## config.mk

```make
export PLATFORM = sky130hd
export DESIGN_NAME = jtag_debug_tap_mux
export DESIGN_NICKNAME = d
export VERILOG_FILES = /design/src/rtl/jtag_debug_tap_mux.sv
export SDC_FILE = /design/constraint.sdc
export NUM_CORES = 1
export LEC_CHECK = 0
export CAP_MARGIN = 20
export CORE_ASPECT_RATIO = 1.75
export CORE_MARGIN = 3
export CORE_UTILIZATION = 52
export DETAILED_ROUTE_END_ITERATION = 6
export GPL_TIMING_DRIVEN = 0
export PLACE_DENSITY = 0.82
export SLEW_MARGIN = 25
export SYNTH_ARGS = -nofsm -noshare
export SYNTH_HDL_FRONTEND = slang
export SYNTH_SLANG_ARGS = --single-unit
```

## constraint.sdc

```tcl
create_clock -name TCK -period 1.64 [get_ports TCK]
set_input_delay 0.164 -clock TCK [delete_from_list [all_inputs] [get_ports TCK]]
set_output_delay 0.164 -clock TCK [all_outputs]
set_load 0.01 [all_outputs]
```

## src/rtl/jtag_debug_tap_mux.sv

```systemverilog
// JTAG TAP routing host JTAG to one of NUM_TGTS debug targets by IR code,
// with IDCODE/BYPASS and a JTAG-writable per-target reset mask.
module jtag_debug_tap_mux #(
  parameter int                  NUM_TGTS              = 4,
  parameter int                  IR_WIDTH              = 8,
  parameter logic [IR_WIDTH-1:0] IR_CODE_BASE          = 'h55,
  parameter logic [IR_WIDTH-1:0] IDCODE_INSTR          = 'h01,
  parameter logic [IR_WIDTH-1:0] RSTMASK_INSTR         = 'h10,
  parameter logic [31:0]         IDCODE_VALUE          = 32'h1000_03CF,
  parameter logic [NUM_TGTS-1:0] TGT_RESET_ACTIVE_HIGH = {NUM_TGTS{1'b1}}
) (
  input  logic                TCK,
  input  logic                TRST,
  input  logic                TMS,
  input  logic                TDI,
  output logic                TDO,
  output logic                TDO_OE,
  input  logic [NUM_TGTS-1:0] TGT_TDO,
  output logic [NUM_TGTS-1:0] TGT_TMS,
  output logic [NUM_TGTS-1:0] TGT_TDI,
  output logic [NUM_TGTS-1:0] TGT_TCK_EN,
  output logic [NUM_TGTS-1:0] TGT_RESET,
  output logic [3:0]          TAP_STATE,
  output logic                SEL_VALID
);

  typedef enum logic [3:0] {
    TLR = 4'd0, RTI = 4'd1, SEL_DR = 4'd2, CAP_DR = 4'd3,
    SH_DR = 4'd4, EX1_DR = 4'd5, PAU_DR = 4'd6, EX2_DR = 4'd7,
    UPD_DR = 4'd8, SEL_IR = 4'd9, CAP_IR = 4'd10, SH_IR = 4'd11,
    EX1_IR = 4'd12, PAU_IR = 4'd13, EX2_IR = 4'd14, UPD_IR = 4'd15
  } tap_state_t;

  tap_state_t state_reg, state_next;

  logic [IR_WIDTH-1:0] ir_shift_reg, ir_active_reg;
  logic [31:0]         idcode_shift_reg;
  logic [NUM_TGTS-1:0] mask_shift_reg, mask_reg;
  logic                bypass_reg;
  logic                tdo_reg, tdo_oe_reg;

  logic                is_tlr, ir_phase;
  logic [IR_WIDTH:0]   ir_off;
  logic [3:0]          sel_idx;
  logic [NUM_TGTS-1:0] tgt_sel;
  logic                is_idcode, is_rstmask, dr_lsb, tgt_tdo_sel;

  always_ff @(posedge TCK) begin
    if (TRST) state_reg <= TLR;
    else      state_reg <= state_next;
  end

  always_comb begin
    state_next = state_reg;
    case (state_reg)
      TLR:     state_next = TMS ? TLR    : RTI;
      RTI:     state_next = TMS ? SEL_DR : RTI;
      SEL_DR:  state_next = TMS ? SEL_IR : CAP_DR;
      CAP_DR:  state_next = TMS ? EX1_DR : SH_DR;
      SH_DR:   state_next = TMS ? EX1_DR : SH_DR;
      EX1_DR:  state_next = TMS ? UPD_DR : PAU_DR;
      PAU_DR:  state_next = TMS ? EX2_DR : PAU_DR;
      EX2_DR:  state_next = TMS ? UPD_DR : SH_DR;
      UPD_DR:  state_next = TMS ? SEL_DR : RTI;
      SEL_IR:  state_next = TMS ? TLR    : CAP_IR;
      CAP_IR:  state_next = TMS ? EX1_IR : SH_IR;
      SH_IR:   state_next = TMS ? EX1_IR : SH_IR;
      EX1_IR:  state_next = TMS ? UPD_IR : PAU_IR;
      PAU_IR:  state_next = TMS ? EX2_IR : PAU_IR;
      EX2_IR:  state_next = TMS ? UPD_IR : SH_IR;
      UPD_IR:  state_next = TMS ? SEL_DR : RTI;
      default: state_next = TLR;
    endcase
  end

  always_comb begin
    TAP_STATE = state_reg;
    is_tlr    = (state_reg == TLR);
    ir_phase  = (state_reg >= SEL_IR);
  end

  // Out-of-range codes wrap negative (top bit set) or exceed NUM_TGTS.
  assign ir_off     = {1'b0, ir_active_reg} - {1'b0, IR_CODE_BASE};
  assign sel_idx    = ir_off[3:0];
  assign SEL_VALID  = !ir_off[IR_WIDTH] && (ir_off < (IR_WIDTH+1)'(NUM_TGTS));
  assign is_idcode  = !SEL_VALID && (ir_active_reg == IDCODE_INSTR);
  assign is_rstmask = !SEL_VALID && (ir_active_reg == RSTMASK_INSTR);
  assign dr_lsb     = is_idcode  ? idcode_shift_reg[0] :
                      is_rstmask ? mask_shift_reg[0]   : bypass_reg;
  assign tgt_tdo_sel = |(TGT_TDO & tgt_sel);

  genvar gi;
  generate
    for (gi = 0; gi < NUM_TGTS; gi++) begin : g_tgt
      assign tgt_sel[gi]    = SEL_VALID && (sel_idx == 4'(gi));
      assign TGT_TMS[gi]    = tgt_sel[gi] ? TMS : 1'b1;
      assign TGT_TDI[gi]    = tgt_sel[gi] ? TDI : 1'b0;
      assign TGT_TCK_EN[gi] = tgt_sel[gi] && !ir_phase;
      assign TGT_RESET[gi]  = (TRST | is_tlr | mask_reg[gi]) ~^ TGT_RESET_ACTIVE_HIGH[gi];
    end
  endgenerate

  // Clearing on the edge that enters TLR keeps the whole TLR dwell in reset.
  always_ff @(posedge TCK) begin
    if (TRST || state_next == TLR) begin
      ir_shift_reg     <= IR_WIDTH'(1);
      ir_active_reg    <= IDCODE_INSTR;
      idcode_shift_reg <= '0;
      mask_shift_reg   <= '0;
      mask_reg         <= '0;
      bypass_reg       <= 1'b0;
      tdo_reg          <= 1'b0;
      tdo_oe_reg       <= 1'b0;
    end else begin
      case (state_reg)
        CAP_IR: ir_shift_reg <= IR_WIDTH'(1);
        SH_IR:  ir_shift_reg <= {TDI, ir_shift_reg[IR_WIDTH-1:1]};
        UPD_IR: ir_active_reg <= ir_shift_reg;
        CAP_DR: begin
          idcode_shift_reg <= IDCODE_VALUE;
          mask_shift_reg   <= mask_reg;
          bypass_reg       <= 1'b0;
        end
        SH_DR: begin
          idcode_shift_reg <= {TDI, idcode_shift_reg[31:1]};
          mask_shift_reg   <= (mask_shift_reg >> 1) | (NUM_TGTS'(TDI) << (NUM_TGTS-1));
          bypass_reg       <= TDI;
        end
        UPD_DR: if (is_rstmask) mask_reg <= mask_shift_reg;
        default: ;
      endcase
      tdo_oe_reg <= (state_reg == SH_IR) || (state_reg == SH_DR);
      if (state_reg == SH_IR)      tdo_reg <= ir_shift_reg[0];
      else if (state_reg == SH_DR) tdo_reg <= SEL_VALID ? tgt_tdo_sel : dr_lsb;
    end
  end

  assign TDO    = tdo_reg;
  assign TDO_OE = tdo_oe_reg;

endmodule

```

==> flow_summary_export.csv, run 1 <==
group,metric,value,unit
place,io_buffers,29,
logic_synthesis,yosysTopAreaCell,"dfxtp_1",
grt,grt_pass1_wl,10.8,mm
logic_synthesis,synth_area,2630,um2
sta,skew,0.00729,ns
cells_and_area,multi_input_area,1370,um2
sta,fin_hold_ws,0.272,ns
sta,tightest_slew,0.428,ns
run_status,violations,"negative setup slack",
floorplan,die_h,100,um
clock_tree,cts_inserted_buffers,9,
worst_setup_path,arrival,1.69,ns
worst_hold_path,hold_path_class,"in -> reg",
sta,fin_crit,1.85,ns
job,drv_cap,0,
clock_tree,cts.htree.levels,3,
worst_setup_path,critPathTopFamily,"simple AND/OR/NAND/NOR gates",
cells_and_area,drive_above_1_share,28.4,%
cells_and_area,finish.utilization,71.7,%
clock_tree,cts_tree,"built",
worst_hold_path,whs_endpoint,"TAP_STATE[0]$_SDFF_PP0_",
grt,antenna_found_initial,0,
worst_setup_path,rrSetupSlack,-0.10,ns
floorplan,rows,33,
routing,met1_length,2.61,mm
cells_and_area,ff_latch_area,1270,um2
grt,grt_max_degree,12,
clock_tree,clock_sinks,62,
worst_setup_path,slowest_stage,"dfxtp_4",
place,dp_hpwl,4.44,mm
routing,num_vias,2438,
cells_and_area,final_cells,425,
routing,post_drt_wl_per_cell,15.7,um
routing,drc,0,
routing,firstDrtPassIters,5,
logic_synthesis,syn_nets,318,
logic_synthesis,synth_edf_count,0,
run_status,status,"complete, but fails checks",
worst_setup_path,reg2reg_from,"ir_active_reg[5]$_SDFFE_PP0N_",
cells_and_area,largest_reg_flops,32,
floorplan,die_x,59.8,um
sta,rsz0062_at_grt,"yes",
clock_tree,cts_root_buf,"clkbuf_8",
logic_synthesis,yosysSeqAreaShare,47.2,%
cells_and_area,diodes,0,
clock_tree,clk_path_buf_depth,2,
sta,postLayoutSetupSlackWorst,-0.213,ns
floorplan,start_util,54.9,%
grt,grt_pass1_vias,2407,
cells_and_area,areaGrowthSynthToFinish,30.6,%
logic_synthesis,synth_cell_types,43,
worst_setup_path,reg2reg_depth,8,
routing,drt_iter0_markers,165,
sta,finalSetupViolations,12,
clock_tree,holdBufCountCts,0,
place,place_worst_setup_slack,-0.431,ns
power_and_ir_drop,p_leak,1.28,nW
logic_synthesis,yosys_most_used_dff,"dfxtp_1",
worst_setup_path,cp_max_fo,3,
cells_and_area,nets,376,
worst_setup_path,cp.buffers_inverters,3,
logic_synthesis,async_flop_share,0,%
routing,met3_length,260,um
grt,overflow,0,
worst_setup_path,critPathMostFrequentCell,"buf_6",
worst_setup_path,start_kind,"flop",
worst_hold_path,hold_depth,4,
floorplan,core_area,4790,um2
sta,tns,-1.63,ns
worst_hold_path,min-delay-start,"TMS",
worst_setup_path,setup.worst_path.class,"reg -> out",
routing,wirelength,6.67,mm
logic_synthesis,synth_common_cells,"dfxtp_1 (62), nor2_1 (61), a22oi_1 (31)",
sta,relSlewSlack,71.2,%
worst_setup_path,slowest_delay,0.35,ns
clock_tree,clk_pin_slew_worst_paths,0.07,ns
sta,hold_viol_final,0,
sta,finalCritPeriodShare,113,%
floorplan,ios,31,
place,gp_congestion,0.952,
sta,clock.fmax,0.540,GHz
logic_synthesis,synth_most_common_cell,"dfxtp_1",
logic_synthesis,syn_avg_cell_area,8.49,um2
cells_and_area,fillers,380,
power_and_ir_drop,powerDensity,927,nW/um2
clock_tree,clk_latency,0.35,ns
logic_synthesis,yosysWarnings,0,
routing,postRouteAntennaNets,0,
worst_setup_path,path_cells,"buf_6, nor3b_4, nand4_1, buf_4, nand2b_4, buf_6",
logic_synthesis,synth-seq-cells,62,
grt,grt_usage,23.9,%
place,dp.cells,391,
routing,wl_met2,3.44,mm
logic_synthesis,syn_inst,310,
logic_synthesis,yosysTopAreaCellShare,47.2,%
sta,drv_slew,0,
worst_setup_path,crit_required,1.48,ns
worst_setup_path,cp-end-kind,"output port",
routing,vias_per_cell,5.74,
power_and_ir_drop,vdd_drop_max,0.862,mV
floorplan,die_area,5980,um2
routing,highest_layer,"met4",
worst_setup_path,r2r_end,"TDO$_SDFFE_PP0P_",
logic_synthesis,synthTopCellsByArea,"dfxtp_1 (47%), a22oi_1 (8.8%), nor2_1 (8.7%), nand2_1 (3.7%), mux2i_1 (3.4%)",
## placed cells by master (no fill, tap or decap), drive strengths merged, types with 2 or more instances in the layout
master	instances
nor2	63
dfxtp	62
buf	49
a22oi	31
nand2	26
clkbuf	20
a21oi	17
clkdlybuf4s50	12
o22ai	10
mux2i	9
o21ai	8
nand2b	6
nor3	5
inv	5
nand4	4
a211oi	4
nor2b	4
nand3	4
nand3b	3
nor4	3
clkinvlp	3
or2	3
or3	2
xor2	2
o211ai	2
nor3b	2
## repair_timing
| action | CTS | global route |
|---|---|---|
| gates resized for setup | 106 | 24 |
| buffers inserted | 16 | 3 |
| endpoints found under the setup margin | 32 | 65 |
| pin swaps | 13 | 7 |
## worst min-delay path, stage by stage
cell and delay (ns):
buf_2 0.19, nor2_1 0.10, nand2_1 0.07, a21oi_1 0.05
## area by class of cell
class                   count  share of cell area [%]
multi-input cells         220                    39.7
clock buffers              12                    4.52
inverters                   5                   0.546
clock inverters             4                   0.910
repair buffers             47                    10.5
flip-flops and latches     62                    37.0
plain buffers              23                    4.92
well taps                  52                    1.89
## per-layer routing
| layer | global-route usage [%] | up-vias |
|---|---|---|
| li1 | - | 1212 |
| met1 | 26.0 | 1138 |
| met2 | 40.3 | 60 |
| met3 | 3.86 | 28 |
| met4 | 16.9 | 0 |
| met5 | 0 | - |
## kinds of logic (layout without fill, tap and decap cells)
kind of cell	after synthesis	in the layout	share of synthesized area, %
simple gates	127	127	22.3
compound gates	81	81	20.6
flops	62	62	47.2
buf+inv	28	91	5.47
mux	9	9	3.42
xor+xnor	3	3	0.999
## worst max-delay path by stage
stage	start	endpoint	slack (ns)	cells after the start
global route	ir_active_reg[5]$_SDFFE_PP0N_	TGT_TMS[3]	-0.28	6
detailed placement	ir_active_reg[4]$_SDFFE_PP0N_	TGT_TMS[1]	-0.43	5
CTS	ir_active_reg[7]$_SDFFE_PP0N_	TGT_TCK_EN[0]	-0.18	6
global placement	ir_active_reg[4]$_SDFFE_PP0N_	TGT_TMS[1]	-0.42	5
finish	ir_active_reg[5]$_SDFFE_PP0N_	TGT_TMS[3]	-0.21	6
floorplan	TAP_STATE[3]$_SDFF_PP0_	idcode_shift_reg[1]$_SDFFE_PP0P_	0.09	8
## report_power, final
part | internal [mW] | leakage, nW | switching, mW | total [mW]
combinational | 0.167 | 0.690 | 0.231 | 0.398
clock | 0.633 | 0.0848 | 0.605 | 1.24
sequential | 1.53 | 0.506 | 0.0238 | 1.55
total | 2.33 | 1.28 | 0.860 | 3.18
## stage by stage
stage | instance area [um2] | power (mW)
2_1_floorplan | 2630 | 1.81
3_3_place_gp | 2990 | 1.93
3_5_place_dp | 2990 | 1.94
4_1_cts | 3380 | 3.20
5_1_grt | 3440 | 3.31
6_report | 3440 | 3.18
(Power assumes the default switching activity.)
==> run 2: changes to the inputs <==
--- a/config.mk
+++ b/config.mk
@@ -7,7 +7,7 @@
 export LEC_CHECK = 0
 export CAP_MARGIN = 20
 export CORE_ASPECT_RATIO = 1.75
-export CORE_MARGIN = 3
+export CORE_MARGIN = 1.5
 export CORE_UTILIZATION = 52
 export DETAILED_ROUTE_END_ITERATION = 6
 export GPL_TIMING_DRIVEN = 0
==> run 2 against run 1 <==
- the flow still finishes with violations (negative setup slack)
- worst setup slack better by 0.026 ns
- first-iteration DRC count up 16%
- non-clock buffer count up 2
- critical path type unchanged
- highest routed layer unchanged
==> flow_summary_export.csv, run 2 (synthesis results as in run 1) <==
group,metric,value,unit
run_status,status,"complete, but fails checks",
run_status,violations,"negative setup slack",
place,dp_hpwl,4.46,mm
clock_tree,clk_latency,0.33,ns
grt,grt_pass1_wl,10.7,mm
worst_setup_path,setup.worst_path.class,"reg -> out",
sta,drv_slew,0,
clock_tree,cts_root_buf,"clkbuf_8",
routing,postRouteAntennaNets,0,
cells_and_area,final_cells,429,
sta,hold_viol_final,0,
place,place_worst_setup_slack,-0.413,ns
floorplan,core_area,4930,um2
cells_and_area,final_cell_mix,"nor2_1 (60), dfxtp_1 (51), a22oi_1 (31), nand2_1 (25), buf_4 (22)",
cells_and_area,final_common_cell,"nor2_1",
cells_and_area,final_cell_area,3460,um2
place,io_buffers,29,
cells_and_area,nets,378,
worst_setup_path,arrival,1.66,ns
clock_tree,clk_pin_slew_worst_paths,0.07,ns
grt,overflow,0,
routing,firstDrtPassIters,4,
sta,tightest_slew,0.583,ns
floorplan,rows,34,
cells_and_area,drive_above_1_share,29.3,%
grt,grt_pass1_vias,2405,
routing,post_drt_wl_per_cell,16.2,um
grt,antenna_found_initial,0,
floorplan,start_util,53.3,%
sta,postLayoutSetupSlackWorst,-0.188,ns
sta,finalSetupViolations,12,
floorplan,die_x,56.8,um
cells_and_area,largest_reg_flops,32,
floorplan,ios,31,
clock_tree,cts.htree.levels,3,
power_and_ir_drop,powerDensity,941,nW/um2
worst_setup_path,endpoint,"TGT_TMS[1]",
clock_tree,cts_inserted_buffers,9,
cells_and_area,diodes,0,
cells_and_area,finish.utilization,70.2,%
clock_tree,cts_tree,"built",
routing,wirelength,6.95,mm
place,gp_congestion,0.995,
place,placedInstanceArea,2990,um2
worst_hold_path,hold_path_class,"in -> reg",
worst_setup_path,r2r_end,"TDO$_SDFFE_PP0P_",
sta,clock.fmax,0.547,GHz
sta,skew,0.00473,ns
cells_and_area,fillers,349,
routing,drt_iter0_markers,191,
worst_setup_path,crit_path_start,"ir_active_reg[5]$_SDFFE_PP0N_",
sta,rsz0062_at_grt,"yes",
cells_and_area,areaGrowthSynthToFinish,31.6,%
routing,vias_per_cell,5.91,
clock_tree,clk_path_buf_depth,2,
sta,finalCritPeriodShare,111,%
worst_setup_path,rrSetupSlack,0,ns
worst_setup_path,crit_required,1.48,ns
worst_setup_path,reg2reg_depth,7,
routing,num_vias,2534,
sta,fin_crit,1.83,ns
job,drv_cap,0,
sta,relSlewSlack,61.0,%
power_and_ir_drop,p_leak,1.31,nW
floorplan,die_area,5510,um2
power_and_ir_drop,vdd_drop_max,0.771,mV
floorplan,die_h,97.1,um
place,dp.cells,393,
worst_setup_path,start_kind,"flop",
clock_tree,clock_sinks,62,
clock_tree,holdBufCountCts,0,
grt,grt_max_degree,12,
worst_setup_path,cp_max_fo,3,
worst_setup_path,cp-end-kind,"output port",
worst_setup_path,reg2reg_from,"ir_active_reg[5]$_SDFFE_PP0N_",
routing,drc,0,
worst_hold_path,hold_depth,3,
grt,grt_usage,24.6,%
## run 2: cell types whose count changed in the layout (fill, tap and decap cells not counted), moves of 3 or more
cell	previous run	this run
o22ai_2	0	5
nor2_2	5	2
nor2_1	56	60
o22ai_1	10	5
clkinv_2	0	4
## run 2: how the worst min path moves through the flow
stage                                    end                          from
6_report             TAP_STATE[3]$_SDFF_PP0_                           TMS
5_1_grt              TAP_STATE[3]$_SDFF_PP0_                           TMS
4_1_cts              TAP_STATE[0]$_SDFF_PP0_                           TMS
3_5_place_dp   ir_active_reg[1]$_SDFFE_PP0N_  ir_shift_reg[1]$_SDFFE_PP0P_
3_3_place_gp   ir_active_reg[2]$_SDFFE_PP0N_  ir_shift_reg[2]$_SDFFE_PP0P_
2_1_floorplan        TAP_STATE[0]$_SDFF_PP0_                          TRST
## run 2: layout make-up
class | count | area, um2 | share of cell area, %
Clock inverter | 7 | 65.1 | 1.88
Sequential cell | 62 | 1270 | 36.6
Inverter | 5 | 18.8 | 0.542
Timing Repair Buffer | 49 | 367 | 10.6
Multi-Input combinational cell | 220 | 1370 | 39.4
Tap cell | 54 | 67.6 | 1.95
Buffer | 23 | 188 | 5.42
Clock buffer | 9 | 124 | 3.58
## run 2: power breakdown
| group | total, mW | internal (mW) | switching [mW] | leakage [nW] |
|---|---|---|---|---|
| clock network | 1.27 | 0.689 | 0.580 | 0.0948 |
| logic | 0.435 | 0.190 | 0.245 | 0.705 |
| registers | 1.55 | 1.53 | 0.0252 | 0.506 |
## run 2: repair_timing
item,4_1_cts,5_1_grt
setup endpoints to repair,47,53
setup buffers,13,6
gates resized for setup,99,31
pin swaps,12,10
cloned,1,0
## run 2: critical path, cell delays in order (launching register included)
cell       delay (ns)
dfxtp_2          0.32
nand4bb_4        0.23
nor2b_4          0.21
nand2_2          0.09
or3_1            0.32
buf_2            0.15
## run 2: metrics by stage
step                      power [mW]  hold WS [ns]  TNS [ns]
final                           3.26         0.288     -1.20
after global routing            3.36         0.302     -2.08
after CTS                       3.25         0.281    -0.893
after detailed placement        1.94         0.469     -4.50
after global placement          1.93         0.460     -4.08
after floorplan                 1.81         0.233         0
## run 2: metal layers
layer  share of wire [%]  global-route usage [%]  wire, um  vias to the layer above
met5                   0                       0         0                        -
met4                 4.7                    15.9       328                        0
met3                 4.9                    3.20       342                       23
met2                  53                    45.3      3700                       98
met1                  37                    24.9      2580                     1199
li1                    -                       -         -                     1214
==> run 3: changes to the inputs <==
--- a/config.mk
+++ b/config.mk
@@ -8,10 +8,11 @@
 export CAP_MARGIN = 20
 export CORE_ASPECT_RATIO = 1.75
 export CORE_MARGIN = 1.5
-export CORE_UTILIZATION = 52
+export CORE_UTILIZATION = 55
+export CTS_CLUSTER_SIZE = 12
 export DETAILED_ROUTE_END_ITERATION = 6
 export GPL_TIMING_DRIVEN = 0
-export PLACE_DENSITY = 0.82
+export PLACE_DENSITY = 0.86
 export SLEW_MARGIN = 25
 export SYNTH_ARGS = -nofsm -noshare
 export SYNTH_HDL_FRONTEND = slang
==> constraint.sdc (replaced) <==
create_clock -name TCK -period 1.64 [get_ports TCK]
set_input_delay 0.41 -clock TCK [delete_from_list [all_inputs] [get_ports TCK]]
set_output_delay 0.41 -clock TCK [all_outputs]
set_load 0.01 [all_outputs]
==> run 3 against run 2 <==
- via count is 2.6% higher
- worst setup slack worse by 0.20 ns
- clock skew up 0.0034 ns
- largest cell class unchanged
- the run still ends with negative setup slack left
- first-iteration DRC count is 20% higher
- critical endpoint is now SEL_VALID
- wire length is 8.2% higher
- non-clock buffer count is 2 higher
- clock power barely moved
- total power increased by 1.6%
- combinational power rose by 17%
- flip-flop and latch count stayed put
- fmax is 9.8% lower
==> flow_summary_export.csv, run 3 (synthesis results as in run 1) <==
group,metric,value,unit
cells_and_area,drive_above_1_share,35.3,%
cells_and_area,finish.utilization,79.6,%
worst_setup_path,path_cells,"buf_8, buf_4, o21ai_0, a21oi_1, clkdlybuf4s15_2",
routing,num_vias,2601,
place,gp_congestion,0.926,
floorplan,start_util,56.9,%
clock_tree,clk_latency,0.33,ns
sta,fin_crit,2.03,ns
cells_and_area,final_cell_mix,"nor2_1 (58), dfxtp_1 (51), nand2_1 (25), buf_6 (18), buf_4 (17)",
routing,drt_iter0_markers,230,
sta,tns,-7.39,ns
floorplan,ios,31,
sta,drv_slew,0,
grt,grt_usage,25.7,%
clock_tree,clk_path_buf_depth,2,
sta,tightest_slew,0.513,ns
clock_tree,clk_pin_slew_worst_paths,0.06,ns
worst_setup_path,slowest_delay,0.37,ns
power_and_ir_drop,netSwitchingFraction,25.5,%
routing,firstDrtPassIters,4,
cells_and_area,final_common_cell,"nor2_1",
grt,overflow,0,
cells_and_area,areaGrowthSynthToFinish,39.8,%
run_status,violations,"negative setup slack",
clock_tree,cts_inserted_buffers,9,
power_and_ir_drop,p_leak,1.39,nW
power_and_ir_drop,seqPwrFrac,47.1,%
worst_setup_path,cp-end-kind,"output port",
routing,vias_per_cell,6.06,
floorplan,core_area,4620,um2
run_status,status,"complete, but fails checks",
floorplan,die_area,5220,um2
sta,rsz0062_at_grt,"yes",
worst_setup_path,start_kind,"flop",
sta,finalCritPeriodShare,124,%
routing,post_drt_wl_per_cell,17.5,um
clock_tree,cts_tree,"built",
sta,skew,0.00813,ns
worst_setup_path,setup.worst_path.class,"reg -> out",
grt,grt_max_degree,11,
power_and_ir_drop,vdd_drop_max,1.07,mV
floorplan,rows,33,
floorplan,die_h,94.5,um
clock_tree,clock_sinks,62,
sta,relSlewSlack,65.6,%
power_and_ir_drop,p_comb_share,15.4,%
job,drv_cap,0,
place,io_buffers,29,
grt,grt_pass1_vias,2336,
grt,grt_pass1_wl,10.5,mm
worst_hold_path,hold_path_class,"reg -> reg",
sta,postLayoutSetupSlackWorst,-0.387,ns
power_and_ir_drop,switching_power,0.844,mW
sta,fin_hold_ws,0.470,ns
place,dp_hpwl,4.21,mm
clock_tree,cts.htree.levels,3,
worst_setup_path,cp_max_fo,4,
worst_setup_path,cp.buffers_inverters,3,
grt,antenna_found_initial,0,
routing,postRouteAntennaNets,0,
routing,drc,0,
floorplan,die_x,55.3,um
worst_setup_path,critPathTopFamily,"buffers and inverters",
clock_tree,cts_root_buf,"clkbuf_8",
sta,finalSetupViolations,49,
routing,wirelength,7.52,mm
cells_and_area,diodes,0,
cells_and_area,largest_reg_flops,32,
worst_setup_path,crit_required,1.23,ns
place,place_worst_setup_slack,-0.743,ns
worst_setup_path,arrival,1.62,ns
power_and_ir_drop,p_clk_share,37.5,%
cells_and_area,nets,381,
sta,hold_viol_final,0,
worst_setup_path,slowest_stage,"dfxtp_2",
cells_and_area,fillers,281,
sta,clock.fmax,0.493,GHz
power_and_ir_drop,p_int,2.47,mW
power_and_ir_drop,powerDensity,900,nW/um2
[run 3: changes by cell type in the layout (fill, tap and decap cells not counted), moves of 5 or more]
cell | previous run | this run
a22oi_1 | 31 | 16
buf_4 | 22 | 17
a22oi_2 | 0 | 15
buf_6 | 10 | 18
clkbuf_2 | 6 | 0
clkdlybuf4s50_1 | 12 | 7
[run 3: final timing paths]
| kind | start | to | slack (ns) | cells past startpoint |
|---|---|---|---|---|
| setup / recovery | ir_active_reg[1]$_SDFFE_PP0N_ | SEL_VALID | -0.39 | 5 |
| hold / removal | ir_shift_reg[4]$_SDFFE_PP0P_ | ir_active_reg[4]$_SDFFE_PP0N_ | 0.47 | 2 |
| hold reg to reg | ir_shift_reg[4]$_SDFFE_PP0P_ | ir_active_reg[4]$_SDFFE_PP0N_ | 0.47 | 2 |
| setup reg to reg | TAP_STATE[0]$_SDFF_PP0_ | idcode_shift_reg[19]$_SDFFE_PP0P_ | -0.17 | 10 |
[run 3: per-stage QoR]
| stage | power, mW | cell area, um2 | instances |
|---|---|---|---|
| after floorplan | 1.81 | 2630 | 310 |
| after global placement | 1.93 | 2990 | 391 |
| after detailed placement | 1.94 | 2990 | 391 |
| after CTS | 3.21 | 3330 | 417 |
| after global routing | 3.41 | 3680 | 429 |
| final | 3.31 | 3680 | 429 |
[run 3: power groups by stage]
stage	combinational, mW	sequential [mW]	clock [mW]
final	0.511	1.56	1.24
after global placement	0.344	1.58	0
after global routing	0.543	1.56	1.31
after CTS	0.411	1.55	1.24
after floorplan	0.229	1.58	0
after detailed placement	0.352	1.58	0
[run 3: area by class of cell]
type	instances	area, um2	area share [%]
buffer	22	190	5.17
inverter	5	18.8	0.510
timing repair buffer	52	428	11.6
tap	52	65.1	1.77
sequential	62	1270	34.4
multi-input combinational	221	1520	41.4
clock buffer	15	186	5.07
[run 3: metal layers]
layer / global-route usage [%] / part of all wire, % / up-vias
met5: 0 / 0 / -
met4: 18.3 / 5.2 / 0
met3: 4.79 / 4.1 / 32
met1: 25.5 / 35 / 1244
met2: 47.0 / 56 / 101
li1: - / - / 1224
[run 3: worst min-delay path: stages (launching register included)]
cell and delay [ns]:
dfxtp_1 0.32, nand2_1 0.06, a21oi_1 0.05
[run 3: timing repair]
item                                    in CTS  in global routing
endpoints found under the hold margin        0                  0
cloned                                       0                  2
gates resized for setup                    112                 66
endpoints found under the setup margin      55                 57
buffers inserted                            12                 10
pin swaps                                   13                 23
hold buffers                                 0                  0
